$ cat src/rtl/cordic_seq_rotate_if.sv
`default_nettype none
// ============================================================================
// Module      : cordic_seq_rotate_if
// Description : Sample/result bundle for the iterative CORDIC rotator.
//               Signal names are from the rotator's point of view.
//                 i_valid  - sample valid (accepted only while o_ready=1)
//                 i_xval   - signed x input, IW bits
//                 i_yval   - signed y input, IW bits
//                 i_phase  - unsigned CCW rotation angle, PW bits = 1 turn
//                 o_ready  - rotator idle, can accept a sample
//                 o_valid  - one-cycle result strobe
//                 o_xval   - signed rotated x, WW bits, gain-scaled
//                 o_yval   - signed rotated y, WW bits, gain-scaled
//               master : sample source / result sink
//               slave  : the rotator
// Revision    : 1.0 - initial release
// ============================================================================
interface cordic_seq_rotate_if #(
   parameter int IW = 12,
   parameter int WW = 15,
   parameter int PW = 16
);
   logic                 i_valid;
   logic signed [IW-1:0] i_xval;
   logic signed [IW-1:0] i_yval;
   logic        [PW-1:0] i_phase;
   logic                 o_ready;
   logic                 o_valid;
   logic signed [WW-1:0] o_xval;
   logic signed [WW-1:0] o_yval;

   modport master (
      output i_valid, i_xval, i_yval, i_phase,
      input  o_ready, o_valid, o_xval, o_yval
   );

   modport slave (
      input  i_valid, i_xval, i_yval, i_phase,
      output o_ready, o_valid, o_xval, o_yval
   );
endinterface
`default_nettype wire

$ cat src/rtl/cordic_seq_rotate.sv
`default_nettype none
// ============================================================================
// Module      : cordic_seq_rotate
// Description : Iterative CORDIC rotator, one micro-rotation per clock.
//               Rotates (x, y) counter-clockwise by i_phase and returns
//               unrounded WW-bit results carrying the CORDIC gain, ready to
//               feed a WW->OW rounding stage (o_valid is its clock enable).
// Ports       : i_clk   - clock
//               i_reset - synchronous, active-high reset
//               bus     - cordic_seq_rotate_if.slave (sample in, result out)
// Revision    : 1.0 - initial release
// ============================================================================
module cordic_seq_rotate #(
   parameter int IW      = 12,
   parameter int WW      = 15,
   parameter int PW      = 16,
   parameter int NSTAGES = 12
) (
   input  wire logic          i_clk,
   input  wire logic          i_reset,
   cordic_seq_rotate_if.slave bus
);

   localparam int CW  = (NSTAGES > 1) ? $clog2(NSTAGES) : 1;
   localparam int FW  = WW - IW - 1;   // guard bits appended below the LSB
   localparam int RSH = 32 - PW;       // 32-bit angle table down to PW bits

   typedef enum logic [1:0] {
      S_IDLE   = 2'd0,
      S_ROTATE = 2'd1,
      S_OUT    = 2'd2
   } state_t;

   // atan(2^-i) as a fraction of a full turn, scaled by 2^32. Beyond i=15
   // atan(x) ~= x, so the entry is simply 2^32/(2*pi) shifted down by i.
   function automatic logic [31:0] atan32(input int i);
      case (i)
         0:       atan32 = 32'h2000_0000;
         1:       atan32 = 32'h12E4_051D;
         2:       atan32 = 32'h09FB_385B;
         3:       atan32 = 32'h0511_11D4;
         4:       atan32 = 32'h028B_0D43;
         5:       atan32 = 32'h0145_D7E1;
         6:       atan32 = 32'h00A2_F61E;
         7:       atan32 = 32'h0051_7C55;
         8:       atan32 = 32'h0028_BE53;
         9:       atan32 = 32'h0014_5F2E;
         10:      atan32 = 32'h000A_2F98;
         11:      atan32 = 32'h0005_17CC;
         12:      atan32 = 32'h0002_8BE6;
         13:      atan32 = 32'h0001_45F3;
         14:      atan32 = 32'h0000_A2F9;
         15:      atan32 = 32'h0000_517C;
         default: atan32 = 32'h28BE_60DB >> i;
      endcase
   endfunction

   // Round-to-nearest reduction of the 32-bit entry to PW bits.
   function automatic logic [PW-1:0] atan_pw(input int i);
      logic [32:0] t;
      t = {1'b0, atan32(i)} + ((33'd1 << RSH) >> 1);
      atan_pw = t[RSH +: PW];
   endfunction

   state_t               r_state;
   logic [CW-1:0]        r_count;
   logic signed [WW-1:0] r_x;
   logic signed [WW-1:0] r_y;
   logic [PW-1:0]        r_z;
   logic                 r_ready;
   logic                 r_valid;
   logic signed [WW-1:0] r_xout;
   logic signed [WW-1:0] r_yout;

   logic signed [WW-1:0] w_ex;
   logic signed [WW-1:0] w_ey;
   logic signed [WW-1:0] w_xsh;
   logic signed [WW-1:0] w_ysh;
   logic signed [WW-1:0] w_xn;
   logic signed [WW-1:0] w_yn;
   logic [PW-1:0]        w_zn;
   logic [PW-1:0]        w_atan;

   // Sign bit duplicated for one bit of growth headroom, zeros as guard bits.
   assign w_ex = {bus.i_xval[IW-1], bus.i_xval, {FW{1'b0}}};
   assign w_ey = {bus.i_yval[IW-1], bus.i_yval, {FW{1'b0}}};

   assign w_xsh = r_x >>> r_count;
   assign w_ysh = r_y >>> r_count;

   // One micro-rotation; the sign of the residual angle picks the direction.
   always_comb begin
      w_atan = atan_pw(int'(r_count));
      if (!r_z[PW-1]) begin
         w_xn = r_x - w_ysh;
         w_yn = r_y + w_xsh;
         w_zn = r_z - w_atan;
      end else begin
         w_xn = r_x + w_ysh;
         w_yn = r_y - w_xsh;
         w_zn = r_z + w_atan;
      end
   end

   always_ff @(posedge i_clk) begin
      if (i_reset) begin
         r_state <= S_IDLE;
         r_count <= '0;
         r_x     <= '0;
         r_y     <= '0;
         r_z     <= '0;
         r_ready <= 1'b1;
         r_valid <= 1'b0;
         r_xout  <= '0;
         r_yout  <= '0;
      end else begin
         case (r_state)
            S_IDLE: begin
               if (bus.i_valid) begin
                  // Quadrant pre-rotation by a multiple of 90 degrees leaves
                  // a residual angle in [0, quarter turn) for the iterations.
                  case (bus.i_phase[PW-1 -: 2])
                     2'b00: begin r_x <= w_ex;  r_y <= w_ey;  end
                     2'b01: begin r_x <= -w_ey; r_y <= w_ex;  end
                     2'b10: begin r_x <= -w_ex; r_y <= -w_ey; end
                     default: begin r_x <= w_ey; r_y <= -w_ex; end
                  endcase
                  r_z     <= {2'b00, bus.i_phase[PW-3:0]};
                  r_count <= '0;
                  r_ready <= 1'b0;
                  r_state <= S_ROTATE;
               end
            end
            S_ROTATE: begin
               r_x <= w_xn;
               r_y <= w_yn;
               r_z <= w_zn;
               if (r_count == CW'(NSTAGES - 1)) begin
                  r_xout  <= w_xn;
                  r_yout  <= w_yn;
                  r_valid <= 1'b1;
                  r_state <= S_OUT;
               end else begin
                  r_count <= r_count + 1'b1;
               end
            end
            S_OUT: begin
               r_valid <= 1'b0;
               r_ready <= 1'b1;
               r_state <= S_IDLE;
            end
            default: begin
               r_valid <= 1'b0;
               r_ready <= 1'b1;
               r_state <= S_IDLE;
            end
         endcase
      end
   end

   assign bus.o_ready = r_ready;
   assign bus.o_valid = r_valid;
   assign bus.o_xval  = r_xout;
   assign bus.o_yval  = r_yout;

endmodule
`default_nettype wire

$ cat src/flat_wrapper.sv
// flat-port wrapper written by rule: the top's interface ports become plain ports
module cordic_seq_rotate_flat 
#(
   parameter int IW      = 12,
   parameter int WW      = 15,
   parameter int PW      = 16,
   parameter int NSTAGES = 12
)
  (i_clk, i_reset, bus_i_valid, bus_i_xval, bus_i_yval, bus_i_phase, bus_o_ready, bus_o_valid, bus_o_xval, bus_o_yval);
  cordic_seq_rotate_if #(.IW(IW), .WW(WW), .PW(PW)) bus_i ();
  input  wire logic i_clk;
  input  wire logic i_reset;
  input wire logic [$bits(bus_i.i_valid)-1:0] bus_i_valid;
  input wire logic [$bits(bus_i.i_xval)-1:0] bus_i_xval;
  input wire logic [$bits(bus_i.i_yval)-1:0] bus_i_yval;
  input wire logic [$bits(bus_i.i_phase)-1:0] bus_i_phase;
  output wire logic [$bits(bus_i.o_ready)-1:0] bus_o_ready;
  output wire logic [$bits(bus_i.o_valid)-1:0] bus_o_valid;
  output wire logic [$bits(bus_i.o_xval)-1:0] bus_o_xval;
  output wire logic [$bits(bus_i.o_yval)-1:0] bus_o_yval;
  assign bus_i.i_valid = bus_i_valid;
  assign bus_i.i_xval = bus_i_xval;
  assign bus_i.i_yval = bus_i_yval;
  assign bus_i.i_phase = bus_i_phase;
  assign bus_o_ready = bus_i.o_ready;
  assign bus_o_valid = bus_i.o_valid;
  assign bus_o_xval = bus_i.o_xval;
  assign bus_o_yval = bus_i.o_yval;
  cordic_seq_rotate #(.IW(IW), .WW(WW), .PW(PW), .NSTAGES(NSTAGES)) u_core (.i_clk(i_clk), .i_reset(i_reset), .bus(bus_i));
endmodule
$ cat config.mk
export PLATFORM = sky130hd
export DESIGN_NAME = cordic_seq_rotate_flat
export DESIGN_NICKNAME = d
export VERILOG_FILES = /design/src/rtl/cordic_seq_rotate_if.sv /design/src/rtl/cordic_seq_rotate.sv /design/src/flat_wrapper.sv
export SDC_FILE = /design/constraint.sdc
export NUM_CORES = 1
export LEC_CHECK = 0
export ABC_AREA = 1
export CORE_MARGIN = 4
export CORE_UTILIZATION = 55
export DETAILED_ROUTE_END_ITERATION = 7
export PLACE_DENSITY = 0.77
export REMOVE_ABC_BUFFERS = 1
export SYNTH_ARGS = -nofsm -noshare
export SYNTH_HDL_FRONTEND = slang
export SYNTH_SLANG_ARGS = --single-unit
$ cat constraint.sdc
create_clock -name i_clk -period 4.88 [get_ports i_clk]
set_clock_uncertainty 0.15 [all_clocks]
set_input_delay 0.976 -clock i_clk [delete_from_list [all_inputs] [get_ports i_clk]]
set_output_delay 0.976 -clock i_clk [all_outputs]
set_load 0.01 [all_outputs]
==> metrics list <==
- Summing every instance area after synthesis gives slightly below 10000 µm².
- From left edge to right edge, the die measures 140 µm.
- At the pin with the least slew margin, the transition time is 0.908 ns.
- Number of instances resized during post-cts repair: 0
- Yosys mapped the design onto 50 distinct sky130hd cell types.
* Primary FF master, synth: sky130_fd_sc_hd__dfxtp_1
- After clock tree synthesis, the clock-pin slew on the worst setup and hold paths is ~0.080 ns.
* Top cell type by total area after synthesis: sky130_fd_sc_hd__dfxtp_1
- Via total after detailed routing: between 10k and 15k
* Final setup violating endpoints: 0
- The startpoint identified for the worst hold timing path is u_core.bus.o_xval[2].
- Synthesis handed over a netlist of 1557 instances.
* Initial antenna violation count: 1
- Wire length per cell: 16.5 µm
- Setup repair after global routing left no endpoint under its margin.
* Number of H-tree levels: 3
- Synthesized area divided by synthesized cell count: approximately 6.2 µm²
* Maximum fanout count along the critical path: 29
* Final wirelength: 30100 µm
- After the first detailed-routing iteration, the DRC count stood at a little under 900.
* Final HPWL DP: ~23000 µm
- Post-Place Cells: about 1.8k
- # hold bufs at CTS: 0
- Total Nets Final: 1703
* Buffers from clock root to sink, at most: 2
* Required @ worst endpoint: 4.99 ns
* Status: finished clean
- Max-slew violation total from the final report: 0
- Final Hold Violating Endpoints: 0
* Residual antenna-violating net count after detailed routing: 0
- In this run the tightest slew margin relative to its limit is around two fifths.
- Number of buffers added on ports: 74
- Counting flops with a built-in enable in the synthesized netlist gives 0.
- The first detailed-routing pass ran for 7 iterations.
- Commonest cells in the netlist: 439 x sky130_fd_sc_hd__nand2_1, 185 x sky130_fd_sc_hd__nand3_1, 180 x sky130_fd_sc_hd__inv_1, 99 x sky130_fd_sc_hd__dfxtp_1, 94 x sky130_fd_sc_hd__nor2_1
- The count of cells in the finished layout, fillers not included, comes to 1830.
- Clock tree synthesis inserted a total of 9 buffers.
- CTS placed an instance of sky130_fd_sc_hd__clkbuf_16 at the clock tree root.
- Yosys printed 0 warnings.
- Power comes to 5.10 mW.
- Switching pwr: 2.67 mW
- Registers are responsible for 21.1% of the overall power.
- Family with the most delay on the worst path: simple AND/OR/NAND/NOR gates
- Async S/R FF share, synth: 0%
- The setup check on the worst reg-to-reg path leaves a slack of 0.64 ns.
- The area growth from synthesis to layout is 12.2%.
- For this design the static power due to leakage is 5.41 nW.
- Share of total power consumed by net switching: 52.2%
- The top cell type by area accounts for 20.6% of the synthesized area.
- Entering global routing, the biggest net connects 46 pins.
- The initial utilization of the core area, before any placement, comes to 55.9%.
* Number of DRC violations after detailed routing: 0
* Multiplexer area fraction after synthesis: 0%
- TritonCTS built the clock tree.
- Clock network fraction of design power: 14.3%
- Cells with a size suffix above 1 make up 6.36% of the layout.
* Std-Cell Rows: 48
- By area the synthesized netlist is led by sky130_fd_sc_hd__dfxtp_1 21%, sky130_fd_sc_hd__nand2_1 17%, sky130_fd_sc_hd__nand3_1 9.6%.
* Via count of the first global-routing pass: 9283
- Startpoint of the most critical setup path: u_core.r_count[0]
- Xor and xnor fraction of the mapped netlist area: 8.17%
* Kind of launch point of the worst setup path: flip-flop
* Vias per cell: 5.69
* Area share of and/or/nand/nor cells after synthesis: a little under two fifths
* Pwr Density: about 470 nW/µm²
* Register bit total from synthesis: 99
- Internal power contribution: 2.44 mW
- Clock latency on the worst-skew pair, taken at its later pin, is 0.37 ns.
* Setup total negative slack: 0 ns
- Wire length of the first global-routing pass: 47900 µm
- For this design, the sink count on the clock tree is around 100.
- Adder-Cell Fraction of Synth Area: 8.03%
* Number of max-cap violations: 0
- Die footprint: 19700 µm²
- After layout, the worst path uses between 80% and 90% of the clock period.
* Achievable Freq: ~240 MHz
- By startpoint and endpoint, the worst setup path is classified as reg -> reg.
* Cell seen most often among critical-path stages: sky130_fd_sc_hd__nand2_1
- Number of buffers and inverters on the critical path: 4
* Critical R2R Launch: u_core.r_count[0]
- 75 I/O pins were placed.
- For this run the aggregate overflow at the end of global routing stands at 0.
- Data arrives at the worst endpoint at 4.35 ns.
* Shortest clock period the worst path allows after layout: 4.24 ns
* Main combinational cell family by area after synthesis: simple AND/OR/NAND/NOR gates
* Leading cell type by number of instances after synthesis: sky130_fd_sc_hd__nand2_1
- Class of the worst hold path: reg -> reg
* Worst-case vdd ir drop: 0.000369 V
- Complex-gate fraction of the synthesized area: between 15 and 20%
* Number of fillers in the final layout: 1662
* GRT Util Overall: 29.8%
- Once the clock tree was built, the setup fixing pass inserted 0 buffers.
- The total area inside the core boundary comes to 17200 µm².
* Final weighted congestion of routability-driven global placement: 0.973
- 0 antenna diodes ended up in the layout.
- Height of the die: 140 µm
* Endpoint type of the worst setup path: flip-flop
- In this design, the stage delay of the slowest critical-path cell is 0.43 ns.
* Portion of the post-synthesis area used by sequential elements: 20.6%
* Power share of the combinational group: between 60% and 70%
- Tightest hold margin: 0.319 ns
* Critical-path top delay cell: sky130_fd_sc_hd__inv_2
cells in the final DEF, fill, tap and decap left out, drive strengths merged, types with 22 or more instances in the layout:
cell	netlist	layout
a21oi	74	74
ha	57	57
inv	187	191
nand2	458	458
dfxtp	99	99
clkdlybuf4s50	0	73
xor2	66	66
o21ai	74	74
nor2	103	103
buf	31	24
nand3	193	193
xnor2	23	23
o211ai	36	36
nand4	22	22
worst paths after layout:
| check | end | cells past startpoint |
|---|---|---|
| worst max register to register | u_core.r_y[11] | 26 |
| worst min register to register | u_core.bus.o_xval[2] | 2 |
| worst min-delay path | u_core.bus.o_xval[2] | 2 |
| worst max-delay path | u_core.r_y[11] | 26 |
worst reg2reg max path: cells and delay by family, from the launching register on:
| kind | cells | cell delay [ns] |
|---|---|---|
| and+or+nand+nor | 13 | 1.16 |
| DFF | 1 | 0.33 |
| adders and majority gates | 2 | 0.52 |
| xor gates and xnor gates | 2 | 0.33 |
| AOI/OAI and AO/OA | 5 | 1.00 |
| buffers and inverters | 4 | 0.66 |
power groups by stage:
| stage | registers (mW) | logic, mW | clock network, mW |
|---|---|---|---|
| finish | 1.07 | 3.30 | 0.731 |
| global route | 1.08 | 3.68 | 0.769 |
| CTS | 1.07 | 3.24 | 0.743 |
| detailed placement | 1.09 | 3.22 | 0 |
| global placement | 1.09 | 3.18 | 0 |
| floorplan | 1.03 | 2.44 | 0 |
cell families after synthesis:
family / Yosys count
AO/OA/AOI/OAI: 248
XOR/XNOR: 89
adder cells (fa/ha/maj): 60
buffers and inverters: 255
flip-flops: 99
AND/OR/NAND/NOR: 806
final cells by class:
cell class | count | area [µm²] | area share (%)
well taps | 225 | 282 | 2.60
inverters | 190 | 713 | 6.60
flip-flops and latches | 99 | 1980 | 18.3
multi-input cells | 1203 | 6630 | 61.4
clock inverters | 7 | 67.6 | 0.625
repair buffers | 97 | 908 | 8.40
clock buffers | 9 | 225 | 2.08
stage by stage:
step | cell area (µm²) | util (%) | setup WS, ns
detailed placement | 10500 | 61.0 | 0.728
global route | 10800 | 62.7 | 0.141
finish | 10800 | 62.7 | 0.641
global placement | 10500 | 61.0 | 0.879
floorplan | 9320 | - | 0.527
CTS | 10800 | 62.7 | 0.712
per-layer routing:
layer / share of wire, % / global-route usage (%) / up-vias
met5: 0.090 / 0 / -
met4: 2.5 / 8.31 / 4
met3: 7.3 / 4.88 / 59
met2: 43 / 45.7 / 423
met1: 47 / 43.1 / 4708
li1: - / - / 5214
Note: power is estimated with default switching activity, not from simulation.
